===== config.mk =====
export PLATFORM = sky130hd
export DESIGN_NAME = battery_monitor
export DESIGN_NICKNAME = d
export VERILOG_FILES = /design/src/rtl/battery_pkg.sv /design/src/rtl/battery_monitor_sync_debounce.sv /design/src/rtl/battery_monitor.sv
export SDC_FILE = /design/constraint.sdc
export NUM_CORES = 1
export LEC_CHECK = 0
export BUFFER_PORTS_ARGS = -buffer_cell sky130_fd_sc_hd__clkbuf_2
export CORE_MARGIN = 2
export CORE_UTILIZATION = 45
export CTS_CLUSTER_SIZE = 12
export DETAILED_ROUTE_END_ITERATION = 7
export MAX_ROUTING_LAYER = met4
export SYNTH_ARGS = -nofsm -noshare
export SYNTH_HDL_FRONTEND = slang
export SYNTH_SLANG_ARGS = --single-unit

===== constraint.sdc =====
create_clock -name clk -period 4.74 [get_ports clk]
set_input_delay 0.711 -clock clk [delete_from_list [all_inputs] [get_ports clk]]
set_output_delay 0.711 -clock clk [all_outputs]
set_load 0.005 [all_outputs]

===== src/rtl/battery_pkg.sv =====
// rtl/battery_pkg.sv - shared state encoding and drain-step constants for battery_monitor
package battery_pkg;

    typedef enum logic [1:0] {
        ST_IDLE     = 2'd0,
        ST_RUN      = 2'd1,
        ST_CHARGE   = 2'd2,
        ST_DEPLETED = 2'd3
    } state_t;

    localparam int DRAIN_STEP_NORMAL = 1;
    localparam int DRAIN_STEP_MOTOR  = 2;

endpackage


===== src/rtl/battery_monitor_sync_debounce.sv =====
// rtl/battery_monitor_sync_debounce.sv - 2-FF synchronizer plus stability-count debounce
module sync_debounce #(
    parameter int DEB_CYCLES = 4
) (
    input  logic clk,
    input  logic rst_n,
    input  logic din,
    output logic dout
);

    localparam int CW = $clog2(DEB_CYCLES + 1);
    localparam logic [CW-1:0] CNT_LAST = CW'(DEB_CYCLES - 1);

    logic          sync1_q;
    logic          sync2_q;
    logic          deb_q;
    logic [CW-1:0] cnt_q;

    always_ff @(posedge clk or negedge rst_n) begin
        if (!rst_n) begin
            sync1_q <= 1'b0;
            sync2_q <= 1'b0;
            deb_q   <= 1'b0;
            cnt_q   <= '0;
        end else begin
            sync1_q <= din;
            sync2_q <= sync1_q;
            // Any cycle that agrees with the accepted value restarts the count.
            if (sync2_q == deb_q) begin
                cnt_q <= '0;
            end else if (cnt_q == CNT_LAST) begin
                deb_q <= sync2_q;
                cnt_q <= '0;
            end else begin
                cnt_q <= cnt_q + 1'b1;
            end
        end
    end

    assign dout = deb_q;

endmodule


===== src/rtl/battery_monitor.sv =====
// rtl/battery_monitor.sv - battery charge model, power/dock state machine and hysteretic status
module battery_monitor
    import battery_pkg::*;
#(
    parameter int LEVEL_W    = 8,
    parameter int LEVEL_MAX  = 200,
    parameter int INIT_LEVEL = LEVEL_MAX,
    parameter int LOW_TH     = 40,
    parameter int HIGH_TH    = 160,
    parameter int DRAIN_DIV  = 50,
    parameter int CHARGE_DIV = 25,
    parameter int DEB_CYCLES = 4
) (
    input  logic               clk,
    input  logic               rst_n,
    input  logic               power_sw,
    input  logic               dock,
    input  logic               motor_on,
    output logic               power,
    output logic               batery_status,
    output logic               charging,
    output logic [LEVEL_W-1:0] level,
    output logic [1:0]         state
);

    localparam int DIV_MAX = (DRAIN_DIV > CHARGE_DIV) ? DRAIN_DIV : CHARGE_DIV;
    localparam int PW      = $clog2(DIV_MAX + 1);

    localparam logic [PW-1:0]      DRAIN_LAST  = PW'(DRAIN_DIV - 1);
    localparam logic [PW-1:0]      CHARGE_LAST = PW'(CHARGE_DIV - 1);
    localparam logic [LEVEL_W-1:0] LVL_MAX     = LEVEL_W'(LEVEL_MAX);
    localparam logic [LEVEL_W-1:0] LVL_INIT    = LEVEL_W'(INIT_LEVEL);
    localparam logic [LEVEL_W-1:0] LVL_LOW     = LEVEL_W'(LOW_TH);
    localparam logic [LEVEL_W-1:0] LVL_HIGH    = LEVEL_W'(HIGH_TH);
    localparam logic               STATUS_INIT = (INIT_LEVEL > LOW_TH);

    state_t             state_q, state_d;
    logic [LEVEL_W-1:0] level_q, level_d;
    logic [PW-1:0]      presc_q, presc_d;
    logic               status_q;
    logic               power_deb;
    logic               dock_s1_q, dock_s2_q;
    logic               tick;
    logic [LEVEL_W-1:0] drain_step;

    sync_debounce #(.DEB_CYCLES(DEB_CYCLES)) u_power_deb (
        .clk   (clk),
        .rst_n (rst_n),
        .din   (power_sw),
        .dout  (power_deb)
    );

    assign drain_step = motor_on ? LEVEL_W'(DRAIN_STEP_MOTOR) : LEVEL_W'(DRAIN_STEP_NORMAL);
    assign tick = ((state_q == ST_RUN)    && (presc_q == DRAIN_LAST)) ||
                  ((state_q == ST_CHARGE) && (presc_q == CHARGE_LAST));

    always_comb begin
        state_d = state_q;
        level_d = level_q;
        presc_d = '0;
        unique case (state_q)
            ST_IDLE: begin
                if (dock_s2_q)                        state_d = ST_CHARGE;
                else if (power_deb && level_q != '0)  state_d = ST_RUN;
            end
            ST_RUN: begin
                if (dock_s2_q)                        state_d = ST_CHARGE;
                else if (level_q == '0)               state_d = ST_DEPLETED;
                else if (!power_deb)                  state_d = ST_IDLE;
                if (tick)
                    level_d = (level_q <= drain_step) ? '0 : level_q - drain_step;
            end
            ST_CHARGE: begin
                if (!dock_s2_q) begin
                    if (level_q == '0)                state_d = ST_DEPLETED;
                    else if (power_deb)               state_d = ST_RUN;
                    else                              state_d = ST_IDLE;
                end
                if (tick)
                    level_d = (level_q >= LVL_MAX) ? LVL_MAX : level_q + 1'b1;
            end
            ST_DEPLETED: begin
                if (dock_s2_q)                        state_d = ST_CHARGE;
            end
            default: state_d = ST_IDLE;
        endcase
        // The prescaler only runs while staying in an active state.
        if (state_d == state_q && (state_q == ST_RUN || state_q == ST_CHARGE) && !tick)
            presc_d = presc_q + 1'b1;
    end

    always_ff @(posedge clk or negedge rst_n) begin
        if (!rst_n) begin
            state_q   <= ST_IDLE;
            level_q   <= LVL_INIT;
            presc_q   <= '0;
            status_q  <= STATUS_INIT;
            dock_s1_q <= 1'b0;
            dock_s2_q <= 1'b0;
        end else begin
            state_q   <= state_d;
            level_q   <= level_d;
            presc_q   <= presc_d;
            dock_s1_q <= dock;
            dock_s2_q <= dock_s1_q;
            if (level_q <= LVL_LOW)
                status_q <= 1'b0;
            else if (level_q >= LVL_HIGH)
                status_q <= 1'b1;
        end
    end

    assign power         = power_deb && (state_q == ST_RUN);
    assign charging      = (state_q == ST_CHARGE);
    assign batery_status = status_q;
    assign level         = level_q;
    assign state         = state_q;

endmodule

### After elaboration in Yosys (flattened, before gate mapping)

Cells that the tools add are included.

* register bits after elaboration: 25
* input port bits: 5
* output and inout port bits: 13

* add/sub/neg operators: 4
* magnitude comparators: 4
* eq/ne operators: 10
* muxes and demuxes: 21
* bitwise operators: 1
* reductions and logical operators: 16

Operators by type and width (count)
* 2-to-1 mux 8 bit: 4
* 2-to-1 mux 2 bit: 9
* >= comparator 8 bit (second input constant): 2
* case mux 8 bit (2 select lines): 1
* adder 8 x 1 -> 8 bit (second input constant): 1
* <= comparator 8 x 2 -> 1 bit: 1
* <= comparator 8 x 6 -> 1 bit (second input constant): 1
* logical NOT 8 bit: 1
* case mux 2 bit (4 select lines): 1
* nonzero test 8 bit: 1
* subtractor 8 x 2 -> 8 bit: 1
* adder 6 x 1 -> 6 bit (second input constant): 1
* equality test 6 x 5 -> 1 bit (second input constant): 1
* equality test 6 bit (second input constant): 1
* logical AND 1 bit: 6
* 2-to-1 mux 3 bit: 2
* 2-to-1 mux 6 bit: 1
* equality test 2 bit (second input constant): 2
* nonzero test 2 bit: 2
* adder 3 x 1 -> 3 bit (second input constant): 1
* equality test 3 x 2 -> 1 bit (second input constant): 1
* 2-to-1 mux 1 bit: 3
* AND reduction 3 bit: 1
* equality test 2 x 1 -> 1 bit (second input constant): 1
* other kinds (9): 10

### Logic depth before layout (Yosys ltp)

Gate-level depths: netlist (run 1).

* depth in word-level cells: 9
* gate-level depth with buffers: 9

### By module

A second synthesis (run 1) with hierarchy kept.

* cell total of the unflattened synthesis: 188
* area, all modules: 1754.2 um^2

Modules (own cells, without submodules)
* battery_monitor: instances 1, cells each 175, area each 1537.7 um^2, sequential area each 480.5 um^2
* sync_debounce: instances 1, cells each 13, area each 216.5 um^2, sequential area each 150.1 um^2

### Worst setup path after synthesis (run 1)

Ideal clock, no wire load.

* kind: in2reg
* from: input port motor_on
* to: register level_q[7], in the netlist level[7]
* setup time: 0.083 ns
* arrival time: 2.213 ns
* setup slack: 2.443 ns
* stages on the path: 8
* path buffers: 0
* cells stage by stage: inv_1 ha_1 inv_1 fa_1 a21bo_2 a31o_2 o21ai_0 a221o_1

* longest elaborated chain between the ends: 5

Ends and longest elaborated chain
* start, declared: line battery_monitor.sv:18 `input logic motor_on,`
* 2-to-1 mux 2 bit *: line battery_monitor.sv:53 `assign drain_step = motor_on ? LEVEL_W'(DRAIN_STEP_MOTOR) : LEVEL_W'(DRAIN_STEP_NORMAL);`
* subtractor 8 x 2 -> 8 bit or <= comparator 8 x 2 -> 1 bit (tied branches): line battery_monitor.sv:71 `level_d = (level_q <= drain_step) ? '0 : level_q - drain_step;`
* 2-to-1 mux 8 bit *: line battery_monitor.sv:71
* 2-to-1 mux 8 bit *: line battery_monitor.sv:70 `if (tick)`
* case mux 8 bit (2 select lines) *: line battery_monitor.sv:61 `unique case (state_q)`
* end signal, assigned: line battery_monitor.sv:102 `level_q <= level_d;`
* end, declared: line battery_monitor.sv:38 `logic [LEVEL_W-1:0] level_q, level_d;`

Every way passes the cells marked *; elsewhere a longest branch is shown, timed or not. The select of a mux whose other input is x is not followed.
A chain may end at the register's enable or synchronous reset.

### Worst setup path in the final report (run 1)

* from: register state_q[0], in the netlist state[0]
* to: register level_q[7], in the netlist level[7]

* longest elaborated chain between the ends: 5

Ends and longest elaborated chain
* start, declared: line battery_monitor.sv:37 `state_t state_q, state_d;`
* start signal, assigned: line battery_monitor.sv:101 `state_q <= state_d;`
* equality test 2 x 1 -> 1 bit or equality test 2 bit (tied branches): line battery_monitor.sv:54, battery_monitor.sv:61, battery_monitor.sv:55
* logical AND 1 bit (on tied branches): line battery_monitor.sv:54, battery_monitor.sv:55
* logical OR 1 bit: line battery_monitor.sv:54 `assign tick = ((state_q == ST_RUN) && (presc_q == DRAIN_LAST)) ||`
* inequality test 2 bit (no line) or inequality test 2 x 1 -> 1 bit (tied branches)
* AND reduction 3 bit (no line)

Parallel ways exist; a longest one is shown, timed or not.

==> results of run 1 <==
[worst max path at each step]
stage | cells past startpoint | slack (ns) | end
after floorplan | 8 | 2.44 | level[7]
after global placement | 10 | 2.25 | level[5]
after detailed placement | 9 | 2.22 | level[7]
after CTS | 7 | 2.24 | level[7]
after global routing | 7 | 1.92 | level[7]
final | 7 | 2.23 | level[7]
[sequential cells by signal (all words and copies together) (netlist names)]
register	flops
level	8
presc_q	6
u_power_deb.cnt_q	3
state	2
batery_status	1
dock_s1_q	1
dock_s2_q	1
u_power_deb.dout	1
u_power_deb.sync1_q	1
u_power_deb.sync2_q	1
[layer usage]
| layer | track usage [%] | vias up | share of wire (%) |
|---|---|---|---|
| met2 | 30.6 | 51 | 45 |
| met3 | 3.38 | 2 | 5.9 |
| met1 | 31.0 | 758 | 48 |
| li1 | - | 741 | - |
| met4 | 6.63 | 0 | 0.69 |
| met5 | - | - | 0 |
[placed cells by master (no fill, tap or decap), types with 6 or more instances in the layout]
master,count
o21ai_0,10
nor2_1,15
clkbuf_2,17
a21oi_1,17
nor3_1,12
nand3_1,8
inv_1,10
nand2_1,9
dfrtp_1,21
ha_1,12
a31oi_1,6
[power by group]
part / internal (mW) / total (mW) / switching (mW)
clock network: 0.0588 / 0.128 / 0.0689
logic: 0.285 / 0.676 / 0.391
registers: 0.287 / 0.430 / 0.143
total: 0.631 / 1.23 / 0.603
[metrics by stage]
step | cell area, um^2 | cells | setup WS (ns) | util (%) | total power [mW]
global placement | 1860 | 247 | 2.25 | 50.0 | 1.08
CTS | 1900 | 251 | 2.24 | 51.2 | 1.23
global route | 1900 | 251 | 1.92 | 51.2 | 1.35
finish | 1900 | 251 | 2.23 | 51.2 | 1.23
floorplan | 1780 | 193 | 2.44 | - | 0.926
detailed placement | 1860 | 247 | 2.22 | 50.0 | 1.10
[kinds of logic after synthesis]
family,after synthesis,share of synthesized area (%)
buffers and inverters,21,5.77
AND/OR/NAND/NOR,65,21.3
multiplexers,1,0.634
XOR/XNOR,5,2.47
flip-flops,25,35.5
adder cells (fa/ha/maj),13,9.58
AO/OA/AOI/OAI,63,24.8
[layout make-up]
| class | count | area share (%) |
|---|---|---|
| clock buffers | 3 | 2.17 |
| clock inverters | 1 | 0.263 |
| inverters | 10 | 1.97 |
| multi-input cells | 147 | 54.8 |
| flip-flops and latches | 25 | 33.1 |
| well taps | 48 | 3.16 |
| repair buffers | 17 | 4.47 |
==> results by group, run 1 <==
STA
  – Fin. Hold Viols: 0
  – Final Skew: 0.0116 ns
  – Max Slew Vio Count: 0
  – Peak Freq: 399 MHz
  – Final period utilization: 52.9%
  – Slew HR: 58.0%
  – Hold Slack: 0.357 ns
  – Min cycle time layout: 2.51 ns
  – Sum Neg Setup Slack: 0 ns
  – Setup-failing EPs final: 0
  – Worst-margin pin slew: 0.629 ns
  – RSZ-0062 raised after global routing: no

Clock network
  – Clock Latency Late Sink: 0.27 ns
  – Post-CTS Setup Bufs: 0
  – Post_cts resized: 0
  – Num CTS Buffers: 3
  – Reg clk slew, reported paths: 0.10 ns
  – Maximum clock insertion buffer count: 2
  – CTS tree: done
  – Hold buffer count at cts: 0
  – CTS H-Tree Depth: 1
  – Root buf cell: clkbuf_8
  – Sink Count: 25

Logic synthesis
  – Synth Register Bits: 25
  – Count of cell types in the netlist: 56
  – Yosys warns: 0
  – Synth cell count leaders: dfrtp_1, a21oi_1, nor2_1, ha_1, nor3_1
  – Count leader, synth: dfrtp_1
  – Ys flop type: dfrtp_1
  – Top cell type's share of synthesized area: 29.6%
  – Mapped Nets: 211
  – Cell area after synthesis: 1780 um^2
  – Seq/Total Area, Yosys: 35.5%
  – Syn avg cell area: 9.21 um^2
  – Area leader, netlist: dfrtp_1
  – Async SR Flop Fraction: 100%
  – Synth top area cells: dfrtp_1, ha_1, dfstp_2
  – Syn Inst Count: 193
  – Post-synth EDFFs: 0

Layout
  – Share of cells above drive strength 1: 19.2%
  – Fillcell total: 375
  – Area of the multi-input gates: 1040 um^2
  – Layout area overhead: 7.11%
  – Register area: 631 um^2
  – Layout Nets: 222
  – N_diodes: 0

Global routing
  – First-pass GRT wire length: 7.11 mm
  – Vias in the first global route: 1456
  – GR Overflow Total: 0
  – Total global-route track usage: 21.4%
  – Largest net degree at the start of global routing: 26
  – Initial antenna violation count: 0

Setup path
  – Reg-to-Reg End: level[7]
  – CP delay by family, top: compound AO/OA/AOI/OAI gates
  – CP max-delay cell: ha_1
  – Flop-to-flop setup slack: 2.23 ns
  – Critical path origin: state[0]
  – Max incr delay on CP: 0.52 ns
  – Cells along the critical path: inv_1 -> ha_1 -> nand4b_1 -> a21oi_1 -> o21ai_1 -> nor4b_1 -> a221o_1
  – WP data arrival: 2.72 ns
  – Kind of critical path: reg2reg
  – Worst endpoint required time: 4.96 ns
  – R2r startpoint: state[0]
  – Worst setup SP type: flop
  – Reg2Reg Depth: 7
  – Critical Path Fanout Max: 14
  – Crit path buf inv count: 1
  – Worst setup EP type: flop

Floorplanning
  – Num rows: 22
  – Initial Utilization: 47.8%
  – I/O Pins: 18
  – Die area: 4470 um^2
  – Vert. Die Dim: 66.8 um
  – Core Box Area: 3720 um^2
  – Die Wd: 66.8 um

Worst hold path
  – Hold depth: 0
  – Hold Startpoint: dock_s1_q
  – Hold endpoint: dock_s2_q
  – Hold crit path type: reg2reg

Detailed routing
  – Initial drt markers: 264
  – Per-cell routed wire length: 16.1 um
  – Drt via density: 6.18
  – Router iterations before antenna repair: 4
  – DRC errors left: 0
  – Post-Route WL: 4.05 mm
  – Vias: 1552
  – Post-DRT Antenna Nets: 0

Placement
  – # port buffers: 17
  – GP Congestion: 0.959
  – Final HPWL DP: 2.93 mm

Job
  – Total of max-cap violations: 0

Power and ir drop
  – VDD IR-drop max: 0.251 mV
  – Power per cell area: 648 nW/um^2
  – P_leak: 0.789 nW

Status
  – Status: completed
No activity file was read; power rests on OpenSTA's default activity.
==> run 2, diff against run 1 <==
--- a/config.mk
+++ b/config.mk
@@ -11,6 +11,7 @@
 export CTS_CLUSTER_SIZE = 12
 export DETAILED_ROUTE_END_ITERATION = 7
 export MAX_ROUTING_LAYER = met4
+export PLACE_DENSITY = 0.66
 export SYNTH_ARGS = -nofsm -noshare
 export SYNTH_HDL_FRONTEND = slang
 export SYNTH_SLANG_ARGS = --single-unit
==> constraint.sdc (replaced) <==
create_clock -name clk -period 2.3 [get_ports clk]
set_input_delay 0.345 -clock clk [delete_from_list [all_inputs] [get_ports clk]]
set_output_delay 0.345 -clock clk [all_outputs]
set_load 0.005 [all_outputs]
==> results by group, run 2 (synthesized netlist as in run 1, its figures left out) <==
Status
  – Status: completed (unchanged)

STA
  – Sum Neg Setup Slack: 0 ns (unchanged)
  – Final period utilization: 92.7% (was 52.9%)
  – Worst-margin pin slew: 0.645 ns (was 0.629 ns)
  – Setup-failing EPs final: 0 (unchanged)
  – Hold Slack: 0.0737 ns (was 0.357 ns)
  – Slew HR: 57.0% (was 58.0%)
  – Fin. Hold Viols: 0 (unchanged)
  – Final Skew: 0.00399 ns (was 0.0116 ns)
  – Min cycle time layout: 2.13 ns (was 2.51 ns)
  – Peak Freq: 469 MHz (was 399 MHz)
  – Max Slew Vio Count: 0 (unchanged)
  – RSZ-0062 raised after global routing: no (unchanged)

Detailed routing
  – Vias: 1599 (was 1552)
  – Drt via density: 6.10 (was 6.18)
  – Router iterations before antenna repair: 6 (was 4)
  – Initial drt markers: 170 (was 264)
  – Post-DRT Antenna Nets: 0 (unchanged)
  – Per-cell routed wire length: 15.3 um (was 16.1 um)
  – DRC errors left: 0 (unchanged)
  – Post-Route WL: 4.02 mm (was 4.05 mm)

Power and ir drop
  – VDD IR-drop max: 0.643 mV (was 0.251 mV)
  – P_sw: 1.27 mW (was 0.603 mW)
  – Register share of total power: 30.0% (was 34.9%)
  – Power per cell area: 1350 nW/um^2 (was 648 nW/um^2)
  – Switching share of power: 47.3% (was 48.9%)
  – Power Internal: 1.41 mW (was 0.631 mW)
  – P_leak: 0.844 nW (was 0.789 nW)
  – Clock power share: 10.5% (was 10.4%)
  – Comb pwr share: 59.5% (was 54.8%)

Clock network
  – CTS H-Tree Depth: 1 (unchanged)
  – Hold buffer count at cts: 0 (unchanged)
  – Maximum clock insertion buffer count: 2 (unchanged)
  – Reg clk slew, reported paths: 0.10 ns (about the same)
  – Clock Latency Late Sink: 0.27 ns (about the same)
  – CTS tree: done (unchanged)
  – Post-CTS Setup Bufs: 0 (unchanged)
  – Sink Count: 25 (unchanged)
  – Num CTS Buffers: 3 (unchanged)
  – Root buf cell: clkbuf_8 (unchanged)

Global routing
  – Largest net degree at the start of global routing: 26 (unchanged)
  – First-pass GRT wire length: 6.92 mm (was 7.11 mm)
  – Vias in the first global route: 1451 (was 1456)
  – GR Overflow Total: 0 (unchanged)
  – Total global-route track usage: 20.8% (was 21.4%)
  – Initial antenna violation count: 0 (unchanged)

Layout
  – Fillcell total: 346 (was 375)
  – Register area: 632 um^2 (was 631 um^2)
  – Layout area overhead: 12.0% (was 7.11%)
  – Share of cells above drive strength 1: 23.8% (was 19.2%)
  – Number of flip-flops in the largest register: 8 (unchanged)
  – Layout Nets: 233 (was 222)
  – Core Util, Final: 53.6% (was 51.2%)
  – Commonest non-fill, non-tap cell in the layout: dfrtp_1 (unchanged)
  – Area of the multi-input gates: 1040 um^2 (unchanged)
  – Most frequent cells in the layout: dfrtp_1, a21oi_1, clkbuf_2 (unchanged)
  – N_diodes: 0 (unchanged)

Setup path
  – Critical path origin: state[0] (unchanged)
  – CP Capture Point: presc_q[3] (was level[7])
  – Critical Path Fanout Max: 6 (was 14)
  – Kind of critical path: reg2reg (unchanged)
  – Flop-to-flop setup slack: 0.17 ns (was 2.23 ns)
  – WP data arrival: 2.33 ns (was 2.72 ns)
  – R2r startpoint: state[0] (unchanged)
  – Reg-to-Reg End: presc_q[3] (was level[7])
  – Reg2Reg Depth: 7 (unchanged)
  – Worst setup SP type: flop (unchanged)
  – Worst endpoint required time: 2.49 ns (was 4.96 ns)
  – Worst setup EP type: flop (unchanged)

Floorplanning
  – Die Wd: 66.8 um (unchanged)
  – Num rows: 22 (unchanged)
  – Core Box Area: 3720 um^2 (unchanged)
  – Die area: 4470 um^2 (unchanged)
  – I/O Pins: 18 (unchanged)
  – Initial Utilization: 47.8% (unchanged)
  – Vert. Die Dim: 66.8 um (unchanged)

Placement
  – GP Congestion: 0.887 (was 0.959)
  – # port buffers: 17 (unchanged)
  – Final HPWL DP: 2.98 mm (was 2.93 mm)

Job
  – Total of max-cap violations: 0 (unchanged)

Worst hold path
  – Hold crit path type: in2async (was reg2reg)
-- run 2: cell count changes in the layout (fill, tap and decap cells not counted), sizes merged --
cell,before,now
clkinv,1,0
buf,0,11
inv,10,11
-- run 2: worst min path at each step --
stage | depth (start not counted) | end | from
floorplan | 0 | dock_s1_q | rst_n
global placement | 0 | u_power_deb.sync2_q | u_power_deb.sync1_q
detailed placement | 0 | dock_s2_q | dock_s1_q
CTS | 1 | state[0] | rst_n
global route | 1 | state[0] | rst_n
finish | 1 | presc_q[3] | rst_n
-- run 2: critical path, cell delays in order, from the launching register on --
cell,delay (ns)
dfrtp_1,0.47
inv_1,0.12
ha_1,0.29
nor2_1,0.21
o21ai_0,0.10
a31o_2,0.22
a2111o_1,0.44
nor3_1,0.21
-- run 2: per-stage QoR --
stage          worst slack, ns  instance area [um^2]  cells  power, mW
2_1_floorplan            0.279                  1780    193       1.91
3_3_place_gp             0.197                  1940    258       2.34
3_5_place_dp             0.122                  1940    258       2.38
4_1_cts                  0.168                  1990    262       2.67
5_1_grt                 0.0266                  1990    262       2.92
6_report                 0.168                  1990    262       2.68
-- run 2: what timing repair did --
action                                  CTS  global route
resized for setup                         0             1
endpoints found under the setup margin    0             3
endpoints found under the hold margin     0             0
-- run 2: power by group through the flow --
stage	clock network [mW]	registers (mW)	logic (mW)
2_1_floorplan	0	0.722	1.19
3_3_place_gp	0	0.796	1.54
3_5_place_dp	0	0.806	1.57
4_1_cts	0.291	0.798	1.58
5_1_grt	0.312	0.823	1.78
6_report	0.282	0.804	1.60
-- run 2: layout make-up --
cell class	instances	share of cell area, %
multi-input cells	147	52.4
flip-flops and latches	25	31.7
clock inverters	1	0.440
inverters	10	1.89
repair buffers	28	8.42
clock buffers	3	2.07
well taps	48	3.02
-- run 2: per-layer routing --
metal  up-vias  track usage [%]  wire (um)
met5         -                -          0
met4         0             8.42         96
met3        14             3.55        268
met2        71             30.6       1810
met1       758             28.6       1840
li1        756                -          -
